[config.mk]
export PLATFORM = sky130hd
export DESIGN_NAME = gat_feat_readout
export DESIGN_NICKNAME = d
export VERILOG_FILES = /design/src/rtl/gat_feat_readout.sv
export SDC_FILE = /design/constraint.sdc
export NUM_CORES = 1
export LEC_CHECK = 0
export CORE_UTILIZATION = 55
export CTS_CLUSTER_SIZE = 12
export DETAILED_ROUTE_END_ITERATION = 12
export GPL_TIMING_DRIVEN = 0
export PLACE_DENSITY = 0.76
export SLEW_MARGIN = 10
export SYNTH_ARGS = -nofsm -noshare
export SYNTH_HDL_FRONTEND = slang
export SYNTH_SLANG_ARGS = --single-unit
[constraint.sdc]
create_clock -name clk -period 4.5 [get_ports clk]
set_input_delay 0.45 -clock clk [delete_from_list [all_inputs] [get_ports clk]]
set_output_delay 0.45 -clock clk [all_outputs]
set_load 0.05 [all_outputs]
[src/rtl/gat_feat_readout.sv]
// Feature readout for the GAT accelerator: drains the final-layer feature
// BRAM after inference, streams the words out on valid/ready with node and
// frame boundary flags, and reports a per-node argmax class label.
module gat_feat_readout #(
   parameter int NUM_NODES     = 2708,
   parameter int FEAT_PER_NODE = 7,
   parameter int FEAT_WIDTH    = 32,
   parameter int RD_LAT        = 2,
   parameter int FEAT_DEPTH    = NUM_NODES * FEAT_PER_NODE,
   parameter int FEAT_ADDR_W   = $clog2(FEAT_DEPTH),
   parameter int LBL_W         = $clog2(FEAT_PER_NODE),
   parameter int NODE_W        = $clog2(NUM_NODES)
) (
   input  logic                   clk,
   input  logic                   rst_n,
   input  logic                   gat_ready,
   output logic [FEAT_ADDR_W+1:0] feat_bram_addrb,
   input  logic [FEAT_WIDTH-1:0]  feat_bram_dout,
   output logic [FEAT_WIDTH-1:0]  m_tdata,
   output logic                   m_tvalid,
   input  logic                   m_tready,
   output logic                   m_tlast,
   output logic                   m_tuser,
   output logic                   lbl_valid,
   output logic [LBL_W-1:0]       lbl_class,
   output logic [NODE_W-1:0]      lbl_node,
   output logic                   busy,
   output logic                   done
);

   localparam int FIFO_DEPTH = RD_LAT + 2;
   localparam int PTR_W      = $clog2(FIFO_DEPTH);
   localparam int CNT_W      = $clog2(FIFO_DEPTH + 1);
   localparam int SUM_W      = $clog2(2 * FIFO_DEPTH + 1);
   localparam logic [FEAT_ADDR_W-1:0] ADDR_PRE_LAST = FEAT_ADDR_W'(FEAT_DEPTH - 2);

   typedef enum logic [1:0] {
      S_IDLE  = 2'd0,
      S_RUN   = 2'd1,
      S_DRAIN = 2'd2,
      S_DONE  = 2'd3
   } state_t;

   state_t                  state_q, state_d;
   logic                    gat_prev_q;
   logic [FEAT_ADDR_W-1:0]  addr_q;
   logic                    iss_q;              // an address is on the BRAM port this cycle
   logic [RD_LAT-1:0]       vld_q;              // vld_q[RD_LAT-1] marks dout valid this cycle
   logic [FEAT_WIDTH-1:0]   fifo_mem_q [FIFO_DEPTH];
   logic [PTR_W-1:0]        wr_ptr_q, rd_ptr_q;
   logic [CNT_W-1:0]        cnt_q;
   logic [LBL_W-1:0]        f_q;
   logic [NODE_W-1:0]       n_q;
   logic [FEAT_WIDTH-1:0]   best_q;
   logic [LBL_W-1:0]        idx_q;
   logic                    lbl_valid_q;
   logic [LBL_W-1:0]        lbl_class_q;
   logic [NODE_W-1:0]       lbl_node_q;
   logic                    busy_q, done_q;

   logic                    issue_s, first_s, rise_s, push_s, pop_s;
   logic                    last_s, user_s, credit_ok_s;
   logic [SUM_W-1:0]        sum_s;
   logic [FEAT_WIDTH-1:0]   best_new_s;
   logic [LBL_W-1:0]        idx_new_s;

   // Circular pointer advance for a FIFO whose depth need not be a power of two.
   function automatic logic [PTR_W-1:0] ptr_inc(input logic [PTR_W-1:0] p);
      if (p == PTR_W'(FIFO_DEPTH - 1)) begin
         return PTR_W'(0);
      end else begin
         return p + PTR_W'(1);
      end
   endfunction

   assign rise_s   = gat_ready & ~gat_prev_q;
   assign push_s   = vld_q[RD_LAT-1];
   assign m_tvalid = (cnt_q != CNT_W'(0));
   assign pop_s    = m_tvalid & m_tready;
   assign m_tdata  = fifo_mem_q[rd_ptr_q];
   assign last_s   = (f_q == LBL_W'(FEAT_PER_NODE - 1));
   assign user_s   = last_s & (n_q == NODE_W'(NUM_NODES - 1));
   assign m_tlast  = m_tvalid & last_s;
   assign m_tuser  = m_tvalid & user_s;

   assign feat_bram_addrb = {addr_q, 2'b00};
   assign lbl_valid       = lbl_valid_q;
   assign lbl_class       = lbl_class_q;
   assign lbl_node        = lbl_node_q;
   assign busy            = busy_q;
   assign done            = done_q;

   // Credit: FIFO words left after this cycle's pop plus every read still in the pipe.
   always_comb begin
      sum_s = SUM_W'(cnt_q) + SUM_W'(iss_q);
      for (int i = 0; i < RD_LAT; i++) begin
         sum_s = sum_s + SUM_W'(vld_q[i]);
      end
      sum_s       = sum_s - SUM_W'(pop_s);
      credit_ok_s = (sum_s < SUM_W'(FIFO_DEPTH));
   end

   // Next state and read-issue decision.
   always_comb begin
      state_d = state_q;
      issue_s = 1'b0;
      first_s = 1'b0;
      case (state_q)
         S_IDLE: begin
            if (rise_s) begin
               state_d = S_RUN;
               issue_s = 1'b1;
               first_s = 1'b1;
            end else begin
               state_d = S_IDLE;
            end
         end
         S_RUN: begin
            if (credit_ok_s) begin
               issue_s = 1'b1;
               if (addr_q == ADDR_PRE_LAST) begin
                  state_d = S_DRAIN;
               end else begin
                  state_d = S_RUN;
               end
            end else begin
               state_d = S_RUN;
            end
         end
         S_DRAIN: begin
            if (pop_s && user_s) begin
               state_d = S_DONE;
            end else begin
               state_d = S_DRAIN;
            end
         end
         S_DONE: begin
            if (!gat_ready) begin
               state_d = S_IDLE;
            end else begin
               state_d = S_DONE;
            end
         end
         default: begin
            state_d = S_IDLE;
         end
      endcase
   end

   // Running argmax including the word handshaking this cycle; ties keep the lower index.
   always_comb begin
      best_new_s = best_q;
      idx_new_s  = idx_q;
      if (f_q == LBL_W'(0)) begin
         best_new_s = m_tdata;
         idx_new_s  = LBL_W'(0);
      end else if ($signed(m_tdata) > $signed(best_q)) begin
         best_new_s = m_tdata;
         idx_new_s  = f_q;
      end else begin
         best_new_s = best_q;
         idx_new_s  = idx_q;
      end
   end

   // FSM, status flags and gat_ready edge history; history resets high so a
   // level already asserted when reset releases is not taken as a new frame.
   always_ff @(posedge clk or negedge rst_n) begin
      if (!rst_n) begin
         state_q    <= S_IDLE;
         gat_prev_q <= 1'b1;
         busy_q     <= 1'b0;
         done_q     <= 1'b0;
      end else begin
         state_q    <= state_d;
         gat_prev_q <= gat_ready;
         busy_q     <= (state_d == S_RUN) || (state_d == S_DRAIN);
         done_q     <= (state_d == S_DONE);
      end
   end

   // Read address and the in-flight marker pipeline aligned to BRAM latency.
   always_ff @(posedge clk or negedge rst_n) begin
      if (!rst_n) begin
         addr_q <= FEAT_ADDR_W'(0);
         iss_q  <= 1'b0;
         vld_q  <= RD_LAT'(0);
      end else begin
         if (issue_s) begin
            addr_q <= first_s ? FEAT_ADDR_W'(0) : addr_q + FEAT_ADDR_W'(1);
         end
         iss_q    <= issue_s;
         vld_q[0] <= iss_q;
         for (int i = 1; i < RD_LAT; i++) begin
            vld_q[i] <= vld_q[i-1];
         end
      end
   end

   // Output FIFO: capture returning BRAM data, release on stream handshake.
   always_ff @(posedge clk or negedge rst_n) begin
      if (!rst_n) begin
         for (int i = 0; i < FIFO_DEPTH; i++) begin
            fifo_mem_q[i] <= FEAT_WIDTH'(0);
         end
         wr_ptr_q <= PTR_W'(0);
         rd_ptr_q <= PTR_W'(0);
         cnt_q    <= CNT_W'(0);
      end else begin
         if (push_s) begin
            fifo_mem_q[wr_ptr_q] <= feat_bram_dout;
            wr_ptr_q             <= ptr_inc(wr_ptr_q);
         end
         if (pop_s) begin
            rd_ptr_q <= ptr_inc(rd_ptr_q);
         end
         case ({push_s, pop_s})
            2'b10:   cnt_q <= cnt_q + CNT_W'(1);
            2'b01:   cnt_q <= cnt_q - CNT_W'(1);
            default: cnt_q <= cnt_q;
         endcase
      end
   end

   // Output-side feature/node counters, argmax state and label pulse.
   always_ff @(posedge clk or negedge rst_n) begin
      if (!rst_n) begin
         f_q         <= LBL_W'(0);
         n_q         <= NODE_W'(0);
         best_q      <= FEAT_WIDTH'(0);
         idx_q       <= LBL_W'(0);
         lbl_valid_q <= 1'b0;
         lbl_class_q <= LBL_W'(0);
         lbl_node_q  <= NODE_W'(0);
      end else begin
         lbl_valid_q <= pop_s & last_s;
         if (pop_s) begin
            best_q <= best_new_s;
            idx_q  <= idx_new_s;
            if (last_s) begin
               f_q         <= LBL_W'(0);
               n_q         <= user_s ? NODE_W'(0) : n_q + NODE_W'(1);
               lbl_class_q <= idx_new_s;
               lbl_node_q  <= n_q;
            end else begin
               f_q <= f_q + LBL_W'(1);
            end
         end
      end
   end

endmodule

* Word level (Yosys, flattened, before mapping)
Cells that the tools add are included.
** Cells by class
- Mux-type cells :: 26
- Add/sub/neg operators :: 11
- Bitwise logic cells :: 9
- Equal/unequal tests :: 13
- Reductions and logical operators :: 10
- Magnitude comparators :: 5
** Operators with widths (count)
- 2-to-1 mux 32 bit :: 5
- bitwise mux 128 bit :: 1
- binary-select mux 32 bit (select 2 bit) :: 1
- demux 32 bit (select 2 bit) :: 1
- > comparator 32 bit :: 1
- adder 15 x 1 -> 15 bit, second input constant :: 1
- equality test 15 bit, second input constant :: 1
- 2-to-1 mux 15 bit :: 1
- equality test 2 bit, second input constant :: 7
- adder 12 x 1 -> 12 bit, second input constant :: 1
- equality test 12 bit, second input constant :: 1
- 2-to-1 mux 12 bit :: 1
- 2-to-1 mux 2 bit :: 5
- 2-to-1 mux 3 bit :: 3
- adder 4 x 1 -> 4 bit :: 2
- one-hot mux 2 bit (4 select lines) :: 1
- adder 3 x 1 -> 3 bit, second input constant :: 2
- bitwise AND 1 bit :: 6
- equality test 2 x 1 -> 1 bit, second input constant :: 3
- >= comparator 3 bit, second input constant :: 2
- NOT 2 -> 3 bit :: 2
- one-hot mux 3 bit (2 select lines) :: 1
- 2-to-1 mux 1 bit :: 5
- adder 2 x 1 -> 2 bit, second input constant :: 2
- other kinds (15) :: 18
** Storage, ports and cells
- Output and inout bits :: 70
- Logic and storage cells :: 95
- Bits of input ports :: 36
- Bits in registers :: 224

* Logic depth before layout (Yosys ltp)
Gate-level depths: netlist of the first run.
- Depth in word-level cells :: 9
- Gate-level depth with buffers :: 16
- Mapped depth without buffers :: 15

* Least setup slack after synthesis of the first run
Ideal clock, no wire load.
- Path type :: register to register
- Start point :: register rd_ptr_q[0]
- End point :: register best_q[10]
- Cell stages (with the launch flop) :: 13
- Setup time :: 0.125 ns
- Data arrival time :: 4.003 ns
- Clock period less this slack :: 4.128 ns
- Path slack :: 0.372 ns
- Cells stage by stage :: dfrtp_1 clkbuf_1 buf_1 mux4_2 ha_1 nand4_2 nor4_4 nand2_2 or3_4 o21ai_2 o21a_4 buf_12 mux2_4
** Between the ends
- Word-level cells in the longest chain between the ends :: 7
- Elaborated cells on any way between the ends :: 9
** Ends and longest elaborated chain
- start, declared :: line 50 : logic [PTR_W-1:0] wr_ptr_q, rd_ptr_q;
- start signal, assigned :: line 215 : rd_ptr_q <= ptr_inc(rd_ptr_q);
- NOT 2 -> 3 bit (implied by the code) :: line 80 : assign m_tdata = fifo_mem_q[rd_ptr_q];
- binary-select mux 32 bit (select 2 bit) :: line 80
- 2-to-1 mux 32 bit (implied by the code) (2 in a row) :: line 80
- via m_tdata[31] :: line 19 : output logic [FEAT_WIDTH-1:0] m_tdata,
- > comparator 32 bit :: line 157 : end else if ($signed(m_tdata) > $signed(best_q)) begin
- nonzero test 2 bit (no line)
- AND reduction 2 bit (no line)
- end signal, assigned :: line 238 : best_q <= best_new_s;
- end, declared :: line 54 : logic [FEAT_WIDTH-1:0] best_q;
The timed path passes the listed nets, and every way through them passes these cells. The select of a mux whose other input is x is not followed.
A chain may end at the register's enable or synchronous reset.

* Final worst setup path of the first run
- Start point :: register rd_ptr_q[1]
- End point :: register best_q[25]
** Between the ends
- Word-level cells in the longest chain between the ends :: 7
- Elaborated cells on any way between the ends :: 9
** Ends and longest elaborated chain (line)
- NOT 2 -> 3 bit (implied by the code) * :: 80
- binary-select mux 32 bit (select 2 bit) * :: 80
- 2-to-1 mux 32 bit (implied by the code) * (2 in a row) :: 80
- > comparator 32 bit :: 157
- nonzero test 2 bit (no line)
- AND reduction 2 bit (no line)
Every way passes the cells marked *; elsewhere a longest branch is shown, timed or not. The select of a mux whose other input is x is not followed.

==> results of run 1 <==
cell type report:
| type | count | area, sq um | share of cell area |
|---|---|---|---|
| Antenna cell | 1 | 2.502 | 0.0001934 |
| Buffer | 36 | 201.4 | 0.01557 |
| Clock buffer | 38 | 734.5 | 0.05678 |
| Clock inverter | 3 | 15.01 | 0.001161 |
| Inverter | 50 | 187.7 | 0.01451 |
| Multi-Input combinational cell | 518 | 4762 | 0.3681 |
| Sequential cell | 224 | 5607 | 0.4334 |
| Tap cell | 260 | 325.3 | 0.02515 |
| Timing Repair Buffer | 106 | 1101 | 0.08511 |
registers in the layout, indices dropped and copies added (netlist names):
name	count
lbl_class	3
state_q	2
cnt_q	3
gat_prev_q	1
busy	1
addr_q	15
vld_q	2
n_q	12
f_q	3
fifo_mem_q	128
done	1
idx_q	3
lbl_valid	1
lbl_node	12
rd_ptr_q	2
wr_ptr_q	2
iss_q	1
best_q	32
logic make-up after synthesis:
kind of cell / count (synthesis)
xor+xnor: 24
other cells: 1
fa+ha+maj: 47
simple gates: 195
compound gates: 55
buf+inv: 86
flops: 224
mux: 195
metrics by stage:
| stage | std cells | cell area, sq um |
|---|---|---|
| final | 1236 | 12940 |
| after CTS | 1235 | 12930 |
| after global routing | 1235 | 12930 |
| after floorplan | 828 | 10750 |
| after global placement | 1191 | 12110 |
| after detailed placement | 1193 | 12170 |
worst max path at each step:
| stage | from | end | slack, ps | cells after the start |
|---|---|---|---|---|
| after detailed placement | rd_ptr_q[0] | best_q[25] | -250 | 12 |
| after CTS | rd_ptr_q[0] | best_q[25] | 210 | 12 |
| after global routing | cnt_q[0] | addr_q[13] | -40 | 15 |
| after global placement | rst_n | fifo_mem_q[81] | -6520 | 1 |
| final | rd_ptr_q[1] | best_q[25] | 220 | 12 |
| after floorplan | rd_ptr_q[0] | best_q[10] | 370 | 12 |
synthesized netlist by cell type, types with 12 or more instances:
| library cell | count |
|---|---|
| a21oi_1 | 21 |
| buf_1 | 14 |
| clkbuf_1 | 15 |
| dfrtp_1 | 223 |
| ha_1 | 45 |
| inv_1 | 49 |
| mux2_2 | 130 |
| mux2_4 | 30 |
| mux4_2 | 32 |
| nand2_1 | 76 |
| nand3_1 | 24 |
| nor2_1 | 38 |
| o21ai_0 | 14 |
| xnor2_1 | 12 |
| xor2_1 | 12 |
metal layers:
layer  up-vias  GRT usage  share of wire
li1       3174          -              -
met1      3397     0.3077           0.46
met2       143     0.3651           0.47
met3        36    0.04252          0.049
met4         0    0.06338          0.019
met5         -          0              0
placed cells by master, fill, tap and decap left out, types with 5 or more instances in the layout:
cell / count
dfrtp_1: 223
mux2_2: 130
clkdlybuf4s50_1: 102
nand2_1: 76
inv_1: 49
ha_1: 45
nor2_1: 38
mux4_2: 32
mux2_4: 30
clkbuf_16: 25
nand3_1: 24
clkbuf_1: 21
a21oi_1: 21
o21ai_0: 14
buf_1: 13
xnor2_1: 12
xor2_1: 12
nand4_1: 11
nor3_1: 10
or3_1: 6
a31oi_1: 6
and3_1: 6
clkbuf_8: 6
nand2b_1: 5
what timing repair did:
item	4_1_cts	5_1_grt
hold buffers	1	0
setup endpoints to repair	32	5
resized for setup	4	0
hold endpoints to repair	62	0
==> flow_summary.json, run 1 <==
{
  "yosys.area_share.adder": 0.05612,
  "period_needed_ps": 4284,
  "whs_endpoint": "vld_q[0]",
  "yosys-top-cells-area": "dfrtp_1 52%, mux2_2 14%, mux4_2 6.7%",
  "ys_warn_count": 0,
  "final_antenna_net_count": 0,
  "final-setup-viol-count": 0,
  "io_buffer_count": 103,
  "cp_max_fo": 10,
  "synthFlopType": "dfrtp_1",
  "cts_buffer_depth": 3,
  "synth_simple_gate_area_frac": 0.08686,
  "worstMarginPinSlew_ps": 865.2,
  "r2r_start": "rd_ptr_q[1]",
  "drive_above_1_share": 0.2564,
  "slew_headroom": 0.4187,
  "status": "complete, no violations",
  "fillCellCount": 1367,
  "synth_top_area_frac": 0.5193,
  "ys_types": 53,
  "num_io_pins": 106,
  "ys_ff_latch": 224,
  "crit_chain": "clkbuf_1 > clkbuf_1 > mux4_2 > ha_1 > nand4_1 > nor4_4 > nand2_2 > or3_4 > o21ai_2 > o21a_4 > buf_12 > mux2_4",
  "path_class": "reg2reg",
  "dr.pass1.iters": 4,
  "wl_per_cell_um": 17.34,
  "ctsRootBufferMaster": "clkbuf_16",
  "path_buf_inv": 3,
  "num_vias": 6750,
  "clock_latency_ps": 520,
  "whs_ps": 382.9,
  "final_util": 0.6824,
  "cpPeakStageDelay_ps": 670,
  "die_x_um": 141.8,
  "htree_levels": 1,
  "clkTransAtPathRegs_ps": 60,
  "fp.dieH_um": 141.8,
  "synth_top_area_cell": "dfrtp_1",
  "arrival_ps": 4670,
  "min_from": "iss_q",
  "skew_ps": 12.26,
  "synthXorXnorAreaFrac": 0.01956,
  "crit_family": "buffers and inverters",
  "regToRegSetupSlack_ps": 220,
  "initial_utilization": 0.5669,
  "fin_ws_ps": 216.0,
  "slew_violations": 0,
  "final.setup.tns_ps": 0,
  "synth_compound_area_frac": 0.03190,
  "grt_pass1_vias": 6855,
  "synthCells": 827,
  "syn_area_sq_um": 10750,
  "synth_seq_area_share": 0.5217,
  "max_freq_mhz": 233.4,
  "grt_usage": 0.2238,
  "die_area_sq_um": 20100,
  "syn_to_final_growth_pct": 20.38,
  "final_nets": 1043,
  "finalHoldViolCount": 0,
  "grt_pass1_wl_um": 35320,
  "core_area_sq_um": 18960,
  "synth_edf_count": 0,
  "critPathRequiredTime_ps": 4890,
  "hold_path_class": "reg2reg",
  "tritoncts": "yes",
  "wirelength_um": 21430,
  "hold_depth": 0,
  "clock-sinks": 224,
  "period_share": 0.9520,
  "row_count": 50,
  "crit_path_start_kind": "register",
  "synth_async_sr_flop_share": 1.000,
  "rsz0062_at_grt": "true",
  "drt_iter0_markers": 304,
  "crit_slowest_cell": "clkbuf_1",
  "avgSynthCellArea_sq_um": 12.99,
  "grt_overflow_total": 0,
  "post-dp-hpwl_um": 14590,
  "synthMuxAreaShare": 0.2480,
  "reg2reg_to": "best_q[25]",
  "synth_top_family_by_area": "multiplexers",
  "dpl_worst_slack_ps": -254.5,
  "post-cts-setup-buffer-count": 0,
  "endpoint_kind": "register",
  "grt_antenna_before_repair": 1,
  "cts_buffers": 24,
  "gp_congestion": 0.7596,
  "cap_viol_max_count": 0,
  "via_per_inst": 5.461,
  "drc_errors": 0,
  "timing.critical_path.mode_cell": "clkbuf_1",
  "reg2reg_depth": 12,
  "grt_max_degree": 84
}
Power of run 1 is left out: the tool's default activity adds up to more than one toggle a clock period on the data nets, which glitch-free logic cannot reach.
==> inputs of run 2 (changes only) <==
--- a/config.mk
+++ b/config.mk
@@ -5,11 +5,11 @@
 export SDC_FILE = /design/constraint.sdc
 export NUM_CORES = 1
 export LEC_CHECK = 0
-export CORE_UTILIZATION = 55
+export CORE_UTILIZATION = 50
 export CTS_CLUSTER_SIZE = 12
 export DETAILED_ROUTE_END_ITERATION = 12
 export GPL_TIMING_DRIVEN = 0
-export PLACE_DENSITY = 0.76
+export PLACE_DENSITY = 0.7
 export SLEW_MARGIN = 10
 export SYNTH_ARGS = -nofsm -noshare
 export SYNTH_HDL_FRONTEND = slang
==> constraint.sdc (replaced) <==
create_clock -name clk -period 4.5 [get_ports clk]
set_input_delay 0.675 -clock clk [delete_from_list [all_inputs] [get_ports clk]]
set_output_delay 0.675 -clock clk [all_outputs]
set_load 0.05 [all_outputs]
==> flow_summary.json, run 2 (synthesis results as in run 1) <==
{
  "drt_iter0_markers": 268,
  "num_vias": 6747,
  "status": "complete, no violations",
  "grt_max_degree": 86,
  "largest_register_ffs": 128,
  "cts_buffer_depth": 3,
  "post-dp-hpwl_um": 14920,
  "period_needed_ps": 4301,
  "syn_to_final_growth_pct": 20.54,
  "die_area_sq_um": 22080,
  "diodes": 0,
  "clkTransAtPathRegs_ps": 60,
  "critPathRequiredTime_ps": 4890,
  "layout_commonest_cell": "dfrtp_1",
  "ctsRootBufferMaster": "clkbuf_16",
  "clock_latency_ps": 510,
  "multi_input_area_sq_um": 4768,
  "path_class": "reg2reg",
  "num_io_pins": 106,
  "htree_levels": 1,
  "endpoint_kind": "register",
  "fp.dieH_um": 148.6,
  "grt_pass1_wl_um": 36540,
  "grt_antenna_before_repair": 1,
  "row_count": 53,
  "gp_congestion": 0.7763,
  "top_regs": "fifo_mem_q x128, best_q x32, addr_q x15",
  "hold_path_class": "in2async",
  "fillCellCount": 1665,
  "worstMarginPinSlew_ps": 807.8,
  "max_flop_register": "fifo_mem_q",
  "grt_usage": 0.2092,
  "max_freq_mhz": 232.5,
  "wirelength_um": 21810,
  "wl_per_cell_um": 17.48,
  "most-common-layout-cells": "223 x dfrtp_1, 130 x mux2_2, 102 x clkdlybuf4s50_1",
  "fin_area_sq_um": 12950,
  "via_per_inst": 5.406,
  "crit_path_start_kind": "register",
  "final-setup-viol-count": 0,
  "dr.pass1.iters": 4,
  "drive_above_1_share": 0.2569,
  "tritoncts": "yes",
  "ff_latch_area_sq_um": 5607,
  "initial_utilization": 0.5112,
  "cts_buffers": 24,
  "grt_overflow_total": 0,
  "cp_max_fo": 10,
  "core_area_sq_um": 21020,
  "grt_pass1_vias": 7045,
  "slew_headroom": 0.4573,
  "period_share": 0.9558,
  "skew_ps": 9.319,
  "arrival_ps": 4690,
  "detailed_place.area_sq_um": 12190,
  "rsz0062_at_grt": "false",
  "cap_viol_max_count": 0,
  "final_nets": 1042,
  "slew_violations": 0,
  "die_x_um": 148.6,
  "io_buffer_count": 103,
  "drc_errors": 0,
  "clock-sinks": 224,
  "finalHoldViolCount": 0,
  "post-cts-setup-buffer-count": 0,
  "final_antenna_net_count": 0
}
run 2: changes by cell type in the layout (fill, tap and decap cells not counted), sizes merged:
cell           before  now
diode               1    0
bufinv              0    1
buf                23   21
clkbuf             53   54
clkdlybuf4s18       1    0
dlygate4sd3         1    0
run 2: path summary, 6_finish.rpt:
| path | start | to | slack (ps) | cells past startpoint |
|---|---|---|---|---|
| setup / recovery | rd_ptr_q[1] | best_q[11] | 200 | 12 |
| hold / removal | rst_n | lbl_node[3] | 100 | 1 |
| setup reg to reg | rd_ptr_q[1] | best_q[11] | 200 | 12 |
| hold reg to reg | iss_q | vld_q[0] | 380 | 0 |
| max in group asynchronous | rst_n | fifo_mem_q[114] | 3230 | 3 |
| min in group clk | iss_q | vld_q[0] | 380 | 0 |
run 2: layout make-up:
class / instances / share of cell area
Sequential cell: 224 / 0.4328
Buffer: 36 / 0.01574
Timing Repair Buffer: 105 / 0.08423
Tap cell: 275 / 0.02656
Clock buffer: 36 / 0.05457
Clock inverter: 4 / 0.003477
Inverter: 50 / 0.01449
Multi-Input combinational cell: 518 / 0.3681
run 2: repair_timing:
item | 4_1_cts | 5_1_grt
hold endpoints to repair | 0 | 0
gates resized for setup | 4 | 6
endpoints found under the setup margin | 32 | 33
gates cloned | 0 | 0
pin swaps | 0 | 0
hold buffers | 0 | 0
run 2: metal layers:
metal  wire length [um]  up-vias  share of wire  track usage
li1                   -     3182              -            -
met1               9960     3417           0.46       0.2913
met2              10510      118           0.48       0.3425
met4                322        2          0.015      0.04639
met5                 17        -        0.00078            0
met3               1000       28          0.046      0.03712
run 2: worst max-delay path, stage by stage (launching register included):
cell	delay (ps)
dfrtp_1	340
clkbuf_1	310
clkbuf_1	650
mux4_2	450
ha_1	420
nand4_2	180
nor4_4	360
nand2_2	170
or3_4	430
o21ai_2	120
o21a_4	260
buf_12	170
mux2_4	310
run 2: per-stage QoR:
step / setup WS [ps] / hold WS [ps] / utilization / std cells / setup TNS [ps]
3_3_place_gp: -6825 / 370.6 / 0.5768 / 1206 / -1528130
5_1_grt: 16.27 / 140.7 / 0.6162 / 1248 / 0
3_5_place_dp: -305.8 / 371.6 / 0.5797 / 1208 / -9145
6_report: 199.0 / 104.9 / 0.6162 / 1248 / 0
2_1_floorplan: 372.3 / 354.0 / - / 828 / 0
4_1_cts: 52.01 / 121.5 / 0.6155 / 1248 / 0
Power of run 2 is left out for the same reason.
==> inputs of run 3 (changes only) <==
--- a/config.mk
+++ b/config.mk
@@ -6,7 +6,8 @@
 export NUM_CORES = 1
 export LEC_CHECK = 0
 export CORE_UTILIZATION = 50
-export CTS_CLUSTER_SIZE = 12
+export CTS_CLUSTER_DIAMETER = 150
+export CTS_CLUSTER_SIZE = 24
 export DETAILED_ROUTE_END_ITERATION = 12
 export GPL_TIMING_DRIVEN = 0
 export PLACE_DENSITY = 0.7
==> flow_summary.json, run 3 (synthesis results as in run 1) <==
{
  "slew_violations": 0,
  "status": "complete, no violations",
  "endpoint_kind": "register",
  "gp_congestion": 0.7763,
  "ctsRootBufferMaster": "clkbuf_16",
  "cts_buffers": 13,
  "die_x_um": 148.6,
  "drive_above_1_share": 0.2429,
  "hold_path_class": "in2async",
  "skew_ps": 23.83,
  "crit_path_start_kind": "register",
  "cts_buffer_depth": 3,
  "grt_overflow_total": 0,
  "syn_to_final_growth_pct": 16.86,
  "clkTransAtPathRegs_ps": 100,
  "largest_register_ffs": 128,
  "arrival_ps": 4670,
  "fp.dieH_um": 148.6,
  "grt_antenna_before_repair": 1,
  "clock-sinks": 224,
  "drt_iter0_markers": 290,
  "final-setup-viol-count": 0,
  "grt_usage": 0.2048,
  "num_vias": 6635,
  "path_class": "reg2reg",
  "core_area_sq_um": 21020,
  "clock_latency_ps": 470,
  "cts.repair.resized": 4,
  "placed_cells": 1208,
  "grt_max_degree": 86,
  "slew_headroom": 0.4571,
  "wl_per_cell_um": 17.25,
  "critPathRequiredTime_ps": 4860,
  "finalHoldViolCount": 0,
  "layout_commonest_cell": "dfrtp_1",
  "stdcell_count": 1226,
  "whs_ps": 136.9,
  "tritoncts": "yes",
  "htree_levels": 1,
  "diodes": 0,
  "io_buffer_count": 103,
  "wirelength_um": 21150,
  "initial_utilization": 0.5112,
  "grt_pass1_wl_um": 35710,
  "final_antenna_net_count": 0,
  "post-cts-setup-buffer-count": 0,
  "cp_max_fo": 10,
  "period_share": 0.9577,
  "cap_viol_max_count": 0,
  "max_freq_mhz": 232.0,
  "max_flop_register": "fifo_mem_q",
  "top_regs": "fifo_mem_q x128, best_q x32, addr_q x15",
  "row_count": 53,
  "die_area_sq_um": 22080,
  "num_io_pins": 106,
  "grt_pass1_vias": 6882,
  "dr.pass1.iters": 4,
  "final_nets": 1031,
  "period_needed_ps": 4310,
  "drc_errors": 0,
  "cts_hold_buf": 0,
  "most-common-layout-cells": "223 x dfrtp_1, 130 x mux2_2, 102 x clkdlybuf4s50_1",
  "worstMarginPinSlew_ps": 814.3,
  "final.setup.tns_ps": 0,
  "post-dp-hpwl_um": 14920,
  "via_per_inst": 5.412
}
-- run 3: area by class of cell --
cell class	instances	area (sq um)
Fill cell	1720	8463
Sequential cell	224	5607
Multi-Input combinational cell	518	4768
Timing Repair Buffer	105	1091
Tap cell	275	344.1
Clock buffer	17	340.3
Buffer	36	203.9
Inverter	50	187.7
Clock inverter	1	16.27
-- run 3: final timing paths --
check | startpoint | end | slack (ps) | depth (start not counted)
worst max-delay path | rd_ptr_q[1] | best_q[25] | 190 | 12
worst min-delay path | rst_n | lbl_node[3] | 140 | 1
min in group clk | iss_q | vld_q[0] | 390 | 0
max in group asynchronous | rst_n | fifo_mem_q[48] | 3200 | 3
worst min register to register | iss_q | vld_q[0] | 390 | 0
worst max register to register | rd_ptr_q[1] | best_q[25] | 190 | 12
-- run 3: worst max-delay path, cell delays in order (launching register included) --
cell and delay, ps:
dfrtp_1 360, clkbuf_1 300, clkbuf_1 660, mux4_2 440
ha_1 420, nand4_2 180, nor4_4 360, nand2_2 170
or3_4 440, o21ai_2 120, o21a_4 260, buf_12 170
mux2_4 300
-- run 3: layer usage --
layer	routed length (um)	track usage
met5	16	0
met1	9910	0.2898
met2	10230	0.3346
met4	240	0.03866
met3	751	0.03466
-- run 3: through the flow --
stage / setup WS, ps / instance area, sq um / util
detailed placement: -305.8 / 12190 / 0.5797
global route: -33.86 / 12560 / 0.5974
finish: 190.2 / 12560 / 0.5974
global placement: -6825 / 12130 / 0.5768
floorplan: 372.3 / 10750 / -
CTS: 57.49 / 12540 / 0.5967
Power of run 3 is left out for the same reason.
